--- src/rtl/ls_pkg.sv ---
// ============================================================================
// Module      : ls_pkg
// Description : Encodings shared by the load-size unit and the store-size
//               merger so both sides of the datapath agree on size and state
//               codes.
// Revision    : 1.0 - initial release
// ============================================================================
`default_nettype none

package ls_pkg;

  // Access size encodings; 2'b11 is not assigned and is treated as a word.
  localparam logic [1:0] LS_WORD = 2'b00;
  localparam logic [1:0] LS_BYTE = 2'b01;
  localparam logic [1:0] LS_HALF = 2'b10;

  typedef logic [1:0] ls_size_t;

  // Load sequencer states
  typedef enum logic [1:0] {
    IDLE = 2'b00,
    READ = 2'b01,
    DONE = 2'b10
  } ls_state_t;

endpackage

`default_nettype wire

--- src/rtl/ls_extract.sv ---
// ============================================================================
// Module      : ls_extract
// Description : Combinational lane extraction for loads. Takes the low
//               byte / halfword / full word of the memory word and extends
//               it to 32 bits. No address-offset shifting is applied.
//               Build option: LS_SIGN_EXT_EN selects sign extension for
//               byte and halfword results (zero extension otherwise).
// Revision    : 1.0 - initial release
// ============================================================================
`default_nettype none

module ls_extract
  import ls_pkg::*;
(
  input  logic [1:0]  size,
  input  logic [31:0] word,
  output logic [31:0] result
);

`ifdef LS_SIGN_EXT_EN
  localparam logic SIGN_EXT = 1'b1;
`else
  localparam logic SIGN_EXT = 1'b0;
`endif

  logic byte_fill;
  logic half_fill;

  assign byte_fill = SIGN_EXT & word[7];
  assign half_fill = SIGN_EXT & word[15];

  // Select the lane by size; anything not byte/half (including 2'b11) is a word
  always_comb begin
    result = word;
    case (size)
      LS_BYTE: result = {{24{byte_fill}}, word[7:0]};
      LS_HALF: result = {{16{half_fill}}, word[15:0]};
      default: result = word;
    endcase
  end

endmodule

`default_nettype wire

--- src/rtl/ls_unit.sv ---
// ============================================================================
// Module      : ls_unit
// Description : Load-size unit for the multicycle MIPS datapath. On a start
//               request it latches address and size, holds a read strobe
//               for MEM_LATENCY cycles, captures the extracted/extended
//               word and pulses done for one cycle.
//               Build option: LS_SIGN_EXT_EN (sign-extend byte/half loads).
// Revision    : 1.0 - initial release
// ============================================================================
`default_nettype none

module ls_unit
  import ls_pkg::*;
#(
  parameter int MEM_LATENCY = 1,
  parameter int DATA_W      = 32
) (
  input  logic              clk,
  input  logic              reset,
  input  logic              start,
  input  logic [DATA_W-1:0] addr_in,
  input  logic [1:0]        controleLS,
  input  logic [DATA_W-1:0] mem_data_in,
  output logic [DATA_W-1:0] mem_addr,
  output logic              mem_rd,
  output logic              busy,
  output logic              done,
  output logic [DATA_W-1:0] ls_out
);

  localparam int CNT_W = (MEM_LATENCY > 1) ? $clog2(MEM_LATENCY) : 1;
  localparam logic [CNT_W-1:0] CNT_LOAD = CNT_W'(MEM_LATENCY - 1);

  // Reject unsupported configurations at elaboration
  generate
    if (MEM_LATENCY < 1) begin : g_bad_latency
      $error("ls_unit: MEM_LATENCY must be >= 1");
    end
    if (DATA_W != 32) begin : g_bad_width
      $error("ls_unit: only DATA_W == 32 is supported");
    end
  endgenerate

  ls_state_t        state;
  logic [CNT_W-1:0] cnt;
  ls_size_t         size_q;
  logic [31:0]      extracted;

  ls_extract u_extract (
    .size   (size_q),
    .word   (mem_data_in),
    .result (extracted)
  );

  // Load sequencer: IDLE accepts a request, READ waits out the memory
  // latency and captures the data, DONE raises the one-cycle completion
  always_ff @(posedge clk) begin
    if (!reset) begin
      state    <= IDLE;
      cnt      <= '0;
      size_q   <= LS_WORD;
      mem_addr <= '0;
      mem_rd   <= 1'b0;
      busy     <= 1'b0;
      done     <= 1'b0;
      ls_out   <= '0;
    end else begin
      case (state)
        IDLE: begin
          done   <= 1'b0;
          busy   <= 1'b0;
          mem_rd <= 1'b0;
          if (start) begin
            mem_addr <= addr_in;
            size_q   <= controleLS;
            cnt      <= CNT_LOAD;
            mem_rd   <= 1'b1;
            busy     <= 1'b1;
            state    <= READ;
          end
        end
        READ: begin
          if (cnt != '0) begin
            cnt <= cnt - 1'b1;
          end else begin
            ls_out <= extracted;
            mem_rd <= 1'b0;
            done   <= 1'b1;
            state  <= DONE;
          end
        end
        DONE: begin
          done  <= 1'b0;
          busy  <= 1'b0;
          state <= IDLE;
        end
        default: begin
          mem_rd <= 1'b0;
          busy   <= 1'b0;
          done   <= 1'b0;
          state  <= IDLE;
        end
      endcase
    end
  end

endmodule

`default_nettype wire

--- config.mk ---
export PLATFORM = sky130hd
export DESIGN_NAME = ls_unit
export DESIGN_NICKNAME = d
export VERILOG_FILES = /design/src/rtl/ls_pkg.sv /design/src/rtl/ls_extract.sv /design/src/rtl/ls_unit.sv
export SDC_FILE = /design/constraint.sdc
export NUM_CORES = 1
export LEC_CHECK = 0
export CAP_MARGIN = 10
export CORE_ASPECT_RATIO = 1.5
export CORE_MARGIN = 1
export CORE_UTILIZATION = 28
export CTS_CLUSTER_DIAMETER = 30
export DETAILED_ROUTE_END_ITERATION = 7
export PLACE_DENSITY = 0.59
export SETUP_SLACK_MARGIN = 0.15
export SYNTH_ARGS = -nofsm -noshare
export SYNTH_HDL_FRONTEND = slang
export SYNTH_HIERARCHICAL = 1
export SYNTH_SLANG_ARGS = --single-unit
--- constraint.sdc ---
create_clock -name clk -period 1.2 [get_ports clk]
set_input_delay 0.24 -clock clk [delete_from_list [all_inputs] [get_ports clk]]
set_output_delay 0.24 -clock clk [all_outputs]
set_load 0.01 [all_outputs]
==> impl_metrics.env, run 1 <==
export IMPL_hold_viol=0
export IMPL_violations="DRC, setup timing"
export IMPL_rsz0062_at_grt="true"
export IMPL_drive_gt1_share_pct=50.50
export IMPL_slew_viol_final=0
export IMPL_ioPinCount=136
export IMPL_power_density_nw_per_um2=1235
export IMPL_cts_root_buf="clkbuf_16"
export IMPL_worstHoldPathType="input pin to flop"
export IMPL_synth_top_cell_area_share_pct=49.89
export IMPL_drtIter0Drc=101
export IMPL_tightest_slew_ns=0.2656
export IMPL_diodes=0
export IMPL_ant_nets=0
export IMPL_fmaxAchievable_mhz=733.1
export IMPL_finalInstanceArea_um2=5306
export IMPL_numCtsBuffers=9
export IMPL_yosysTopAreaCell="dfxtp_1"
export IMPL_yosys_top_cells_area="dfxtp_1 50%, nand2_1 13%, a21boi_0 8.4%"
export IMPL_fin_ws_ns=-0.1640
export IMPL_worstSetupPathType="flop to flop"
export IMPL_first_pass_iters=8
export IMPL_r2r_start="state[0]"
export IMPL_grt_overflow_total=0
export IMPL_num_rows=44
export IMPL_die_area_um2=10590
export IMPL_min_path_cells=3
export IMPL_dpl_instance_area_um2=4388
export IMPL_status="finished with violations"
export IMPL_seq_area_um2=1489
export IMPL_area_growth_pct=86.25
export IMPL_clock_skew_ns=0.005354
export IMPL_reg2reg_depth=4
export IMPL_antenna_found_initial=0
export IMPL_min_to="mem_addr[29]"
export IMPL_ys_seq_area_share_pct=49.89
export IMPL_routedWlPerCell_um=15.15
export IMPL_min_from="reset"
export IMPL_clockBufferDepth=2
export IMPL_post_place_ws_ns=-0.6099
export IMPL_cp_arrival_ns=1.61
export IMPL_gp_congestion=0.6796
export IMPL_synthesis_nets=414
export IMPL_peakVddDrop_v=0.0008242
export IMPL_fillers=919
export IMPL_worstSetupStartpointType="flop"
export IMPL_drt_wl_total_mm=9.302
export IMPL_post_place_cells=570
export IMPL_finalPower_w=0.006554
export IMPL_finalSetupTns_ns=-4.183
export IMPL_synth_warnings=6
export IMPL_ys_seq_elements=71
export IMPL_grt_max_degree=26
export IMPL_rr_endpoint="mem_addr[9]"
export IMPL_hpwl_mm=4.963
export IMPL_core_um2=9799
export IMPL_cts_hold_buf=0
export IMPL_die_w_um=84.36
export IMPL_initial_core_util_pct=29.07
export IMPL_clk_pin_slew_ns=0.06
export IMPL_slew_headroom_pct=82.29
export IMPL_grt_usage_pct=17.24
export IMPL_multiInputGateArea_um2=1504
export IMPL_cp_max_fo=8
export IMPL_finalCritPeriodShare_pct=113.7
export IMPL_avgViaCountPerCell=4.637
export IMPL_instances_no_fill=614
export IMPL_synth_cell_types=24
export IMPL_clk_insertion_delay_late_ns=0.33
export IMPL_cts_sinks=71
export IMPL_required_ns=1.45
export IMPL_setup_viol=63
export IMPL_netlist_area_um2=2849
export IMPL_first_global_vias=2736
export IMPL_max_cap_violations=0
export IMPL_p_leak_nw=2.213
export IMPL_cts_htree_levels=3
export IMPL_portBuffers=135
export IMPL_syn_inst=344
export IMPL_layout_nets=564
export IMPL_fp_dieH_um=125.5
export IMPL_grt_pass1_wl_mm=14.13
export IMPL_reg2reg_slack_ns=-0.16
export IMPL_fin_crit_ns=1.364
export IMPL_endpoint_kind="flop"
export IMPL_drc_errors=14
export IMPL_via_count=2847
export IMPL_tritoncts="yes"
export IMPL_syn_area_per_cell_um2=8.282
==> layout by cell type, fill, tap and decap left out, types with 3 or more instances in the layout <==
master            n
and2_1           12
nand3_1          16
o21ai_2          27
buf_6            36
o21ai_1           7
a21boi_2          4
dfxtp_1          17
nand2_2          13
o21a_1            8
dfxtp_2          54
buf_2            40
clkbuf_16        12
a21boi_1         28
buf_4             9
clkdlybuf4s50_1  66
buf_8             3
and2_4            6
buf_12           10
buf_16            7
nand3_2          17
nand2_1          84
==> what timing repair did <==
| action | CTS | global route |
|---|---|---|
| resized for setup | 368 | 107 |
| gates cloned | 9 | 3 |
| buffers inserted | 13 | 3 |
| setup endpoints to repair | 135 | 120 |
| pin swaps | 15 | 29 |
==> where the power goes <==
| part | total [W] | internal (W) | leakage [nW] | switching (W) |
|---|---|---|---|---|
| sequential | 0.00261 | 0.00252 | 0.603 | 0.0000883 |
| clock | 0.00248 | 0.00151 | 0.136 | 0.000973 |
| combinational | 0.00147 | 0.000872 | 1.47 | 0.000596 |
==> kinds of logic (layout without fill, tap and decap cells) <==
family | count (synthesis) | in the layout | synth area share (%)
buffers and inverters | 38 | 193 | 7.554
adder cells (fa/ha/maj) | 1 | 1 | 0.4391
AO/OA/AOI/OAI | 75 | 75 | 17.22
AND/OR/NAND/NOR | 158 | 158 | 24.55
multiplexers | 1 | 1 | 0.3514
flip-flops | 71 | 71 | 49.89
==> cells in the mapped netlist <==
master and count:
and2_1 18, nand2b_1 3, nor2b_1 1, a21oi_1 1
clkbuf_1 11, or3b_1 1, nor2_1 1, buf_4 10
mux2i_1 1, nor3b_1 1, dfxtp_1 71, a21boi_0 32
o21ai_0 14, buf_6 3, nand2_1 99, o21ai_1 16
o21a_1 8, buf_2 8, buf_1 3, o21ai_2 4
ha_1 1, nand3_1 34, clkbuf_2 2, inv_1 1
==> worst max-delay path by stage <==
stage | cells past startpoint | from | slack (ns) | to
floorplan | 6 | state[0] | -0.11 | mem_addr[10]
global placement | 5 | start | -0.57 | mem_addr[3]
detailed placement | 5 | start | -0.61 | mem_addr[16]
CTS | 5 | state[1] | -0.10 | mem_addr[30]
global route | 4 | state[0] | -0.17 | mem_addr[9]
finish | 4 | state[0] | -0.16 | mem_addr[9]
==> layer usage <==
layer	up-vias	wire length [um]	global-route usage, %
li1	1424	-	-
met4	0	123	5.085
met1	1324	3491	19.78
met5	-	0	0
met3	11	628	4.752
met2	88	5059	31.00
==> stage by stage <==
step	hold WS [ns]	util, %
after floorplan	0.3726	-
after global placement	0.4478	44.78
after detailed placement	0.4551	44.78
after CTS	0.2849	49.58
after global routing	0.3053	54.15
final	0.2984	54.15
==> area by class of cell <==
class	instances	share of cell area, %
Clock inverter	3	0.3301
Tap cell	115	2.712
Multi-Input combinational cell	235	28.34
Sequential cell	71	28.06
Clock buffer	13	4.905
Timing Repair Buffer	176	35.58
Inverter	1	0.07074
==> worst max-delay path: stages (launching register included) <==
cell       delay (ns)
dfxtp_2          0.33
or3b_4           0.46
buf_12           0.18
clkbuf_16        0.17
o21ai_1          0.15
==> state kept, by name (all words and copies together), names as in the netlist <==
signal and count:
done 1, state 2, size_q 2, mem_addr 32
mem_rd 1, busy 1, ls_out 32
No activity file was read; power rests on OpenSTA's default activity.
==> run 2: changes to the inputs <==
PLACE_DENSITY = not set   (was 0.59)
PLACE_DENSITY_LB_ADDON = 0.12   (was not set)
==> impl_metrics.env, run 2 (synthesized netlist as in run 1, its figures left out) <==
export IMPL_status="finished with violations"
export IMPL_violations="DRC, setup timing"
export IMPL_required_ns=1.42
export IMPL_drive_gt1_share_pct=53.54
export IMPL_slowest_delay_ns=0.45
export IMPL_drt_wl_total_mm=9.188
export IMPL_portBuffers=135
export IMPL_tightest_slew_ns=0.2942
export IMPL_grt_pass1_wl_mm=13.83
export IMPL_drc_errors=11
export IMPL_max_cap_violations=0
export IMPL_finalSetupTns_ns=-4.229
export IMPL_numCtsBuffers=9
export IMPL_hold_viol=0
export IMPL_endpoint_kind="flop"
export IMPL_hpwl_mm=4.906
export IMPL_p_leak_nw=2.211
export IMPL_die_w_um=84.36
export IMPL_path_cells="or3b_4 -> buf_8 -> clkbuf_16 -> nand3_2 -> o21ai_1"
export IMPL_gp_congestion=0.6764
export IMPL_clock_skew_ns=0.006612
export IMPL_first_global_vias=2702
export IMPL_core_um2=9799
export IMPL_cts_htree_levels=3
export IMPL_routedWlPerCell_um=15.06
export IMPL_initial_core_util_pct=29.07
export IMPL_ioPinCount=136
export IMPL_fin_ws_ns=-0.1256
export IMPL_cp_arrival_ns=1.54
export IMPL_fin_crit_ns=1.326
export IMPL_via_count=2855
export IMPL_clockBufferDepth=2
export IMPL_grt_overflow_total=0
export IMPL_clk_pin_slew_ns=0.05
export IMPL_fmaxAchievable_mhz=754.4
export IMPL_grt_max_degree=29
export IMPL_cts_sinks=71
export IMPL_avgViaCountPerCell=4.680
export IMPL_cp_max_fo=8
export IMPL_slew_headroom_pct=80.39
export IMPL_num_rows=44
export IMPL_die_area_um2=10590
export IMPL_power_density_nw_per_um2=1218
export IMPL_setup_viol=52
export IMPL_clk_insertion_delay_late_ns=0.33
export IMPL_slew_viol_final=0
export IMPL_worstHoldPathType="input pin to flop"
export IMPL_finalCritPeriodShare_pct=110.5
export IMPL_fin_util_pct=54.86
export IMPL_cts_root_buf="clkbuf_16"
export IMPL_largestRegisters="ls_out: 32 flops, mem_addr: 32 flops"
export IMPL_area_growth_pct=88.71
export IMPL_layout_nets=562
export IMPL_drtIter0Drc=98
export IMPL_tritoncts="yes"
export IMPL_antenna_found_initial=0
export IMPL_grt_usage_pct=17.07
export IMPL_fillers=904
export IMPL_worstSetupStartpointType="flop"
export IMPL_first_pass_iters=8
export IMPL_rsz0062_at_grt="true"
export IMPL_final_cell_mix="81 x nand2_1, 66 x clkdlybuf4s50_1, 58 x dfxtp_2"
export IMPL_peakVddDrop_v=0.0007076
export IMPL_diodes=0
export IMPL_critical_path_slowest_cell="or3b_4"
export IMPL_whs_ns=0.3143
export IMPL_ant_nets=0
export IMPL_layout_commonest_cell="nand2_1"
export IMPL_worstSetupPathType="flop to flop"
export IMPL_fp_dieH_um=125.5
run 2: cell types whose count changed in the layout (fill, tap and decap cells not counted), moves of 4 or more:
cell,previous run,this run
a21boi_2,4,9
o21ai_1,7,19
o21ai_2,27,15
dfxtp_2,54,58
nand3_2,17,29
and2_4,6,10
and2_1,12,8
a21boi_1,28,23
nand3_1,16,3
dfxtp_1,17,13
run 2: layer usage:
metal,global-route usage [%],routed length [um],up-vias
li1,-,-,1420
met1,18.52,3561,1334
met2,31.05,4903,92
met3,4.686,610,9
met4,6.879,112,0
met5,0,0,-
run 2: path summary, 6_finish.rpt:
kind	startpoint	to	slack [ns]	depth (start not counted)
worst max-delay path	state[0]	mem_addr[4]	-0.13	5
worst min-delay path	reset	size_q[1]	0.31	3
worst max register to register	state[0]	mem_addr[4]	-0.13	5
worst min register to register	ls_out[9]	ls_out[9]	0.44	2
run 2: area by class of cell:
type                    instances  area (um2)  area share, %
clock buffers                  13       260.3          4.841
clock inverters                 1       5.005        0.09309
flip-flops and latches         71        1494          27.79
repair buffers                174        1902          35.37
multi-input cells             235        1568          29.16
inverters                       1       3.754        0.06982
well taps                     115       143.9          2.676
run 2: critical path: cells and delay by family (launching register included):
family	cells	cell delay (ns)
and+or+nand+nor	2	0.50
DFF	1	0.33
AOI/OAI and AO/OA	1	0.06
buffers and inverters	2	0.33
run 2: repair_timing:
action / in CTS / in global routing
hold buffers: 0 / 0
pin swaps: 5 / 27
endpoints found under the hold margin: 0 / 0
setup endpoints to repair: 134 / 119
gates resized for setup: 370 / 122
cloned: 10 / 3
buffers inserted: 10 / 3
run 2: stage by stage:
step	total power, W	instances	cell area (um2)	setup WS [ns]
CTS	0.006388	604	4856	-0.1158
finish	0.006548	610	5376	-0.1256
detailed placement	0.003689	570	4413	-0.6066
global route	0.006861	610	5376	-0.1649
floorplan	0.003114	344	2958	-0.1101
global placement	0.003680	570	4413	-0.5659
run 2: power by group:
part	total (W)	leakage (nW)	switching [W]	internal [W]
Combinational	0.00152	1.47	0.000612	0.000912
Sequential	0.00261	0.605	0.0000937	0.00252
Clock	0.00241	0.132	0.000923	0.00149
Total	0.00655	2.21	0.00163	0.00492
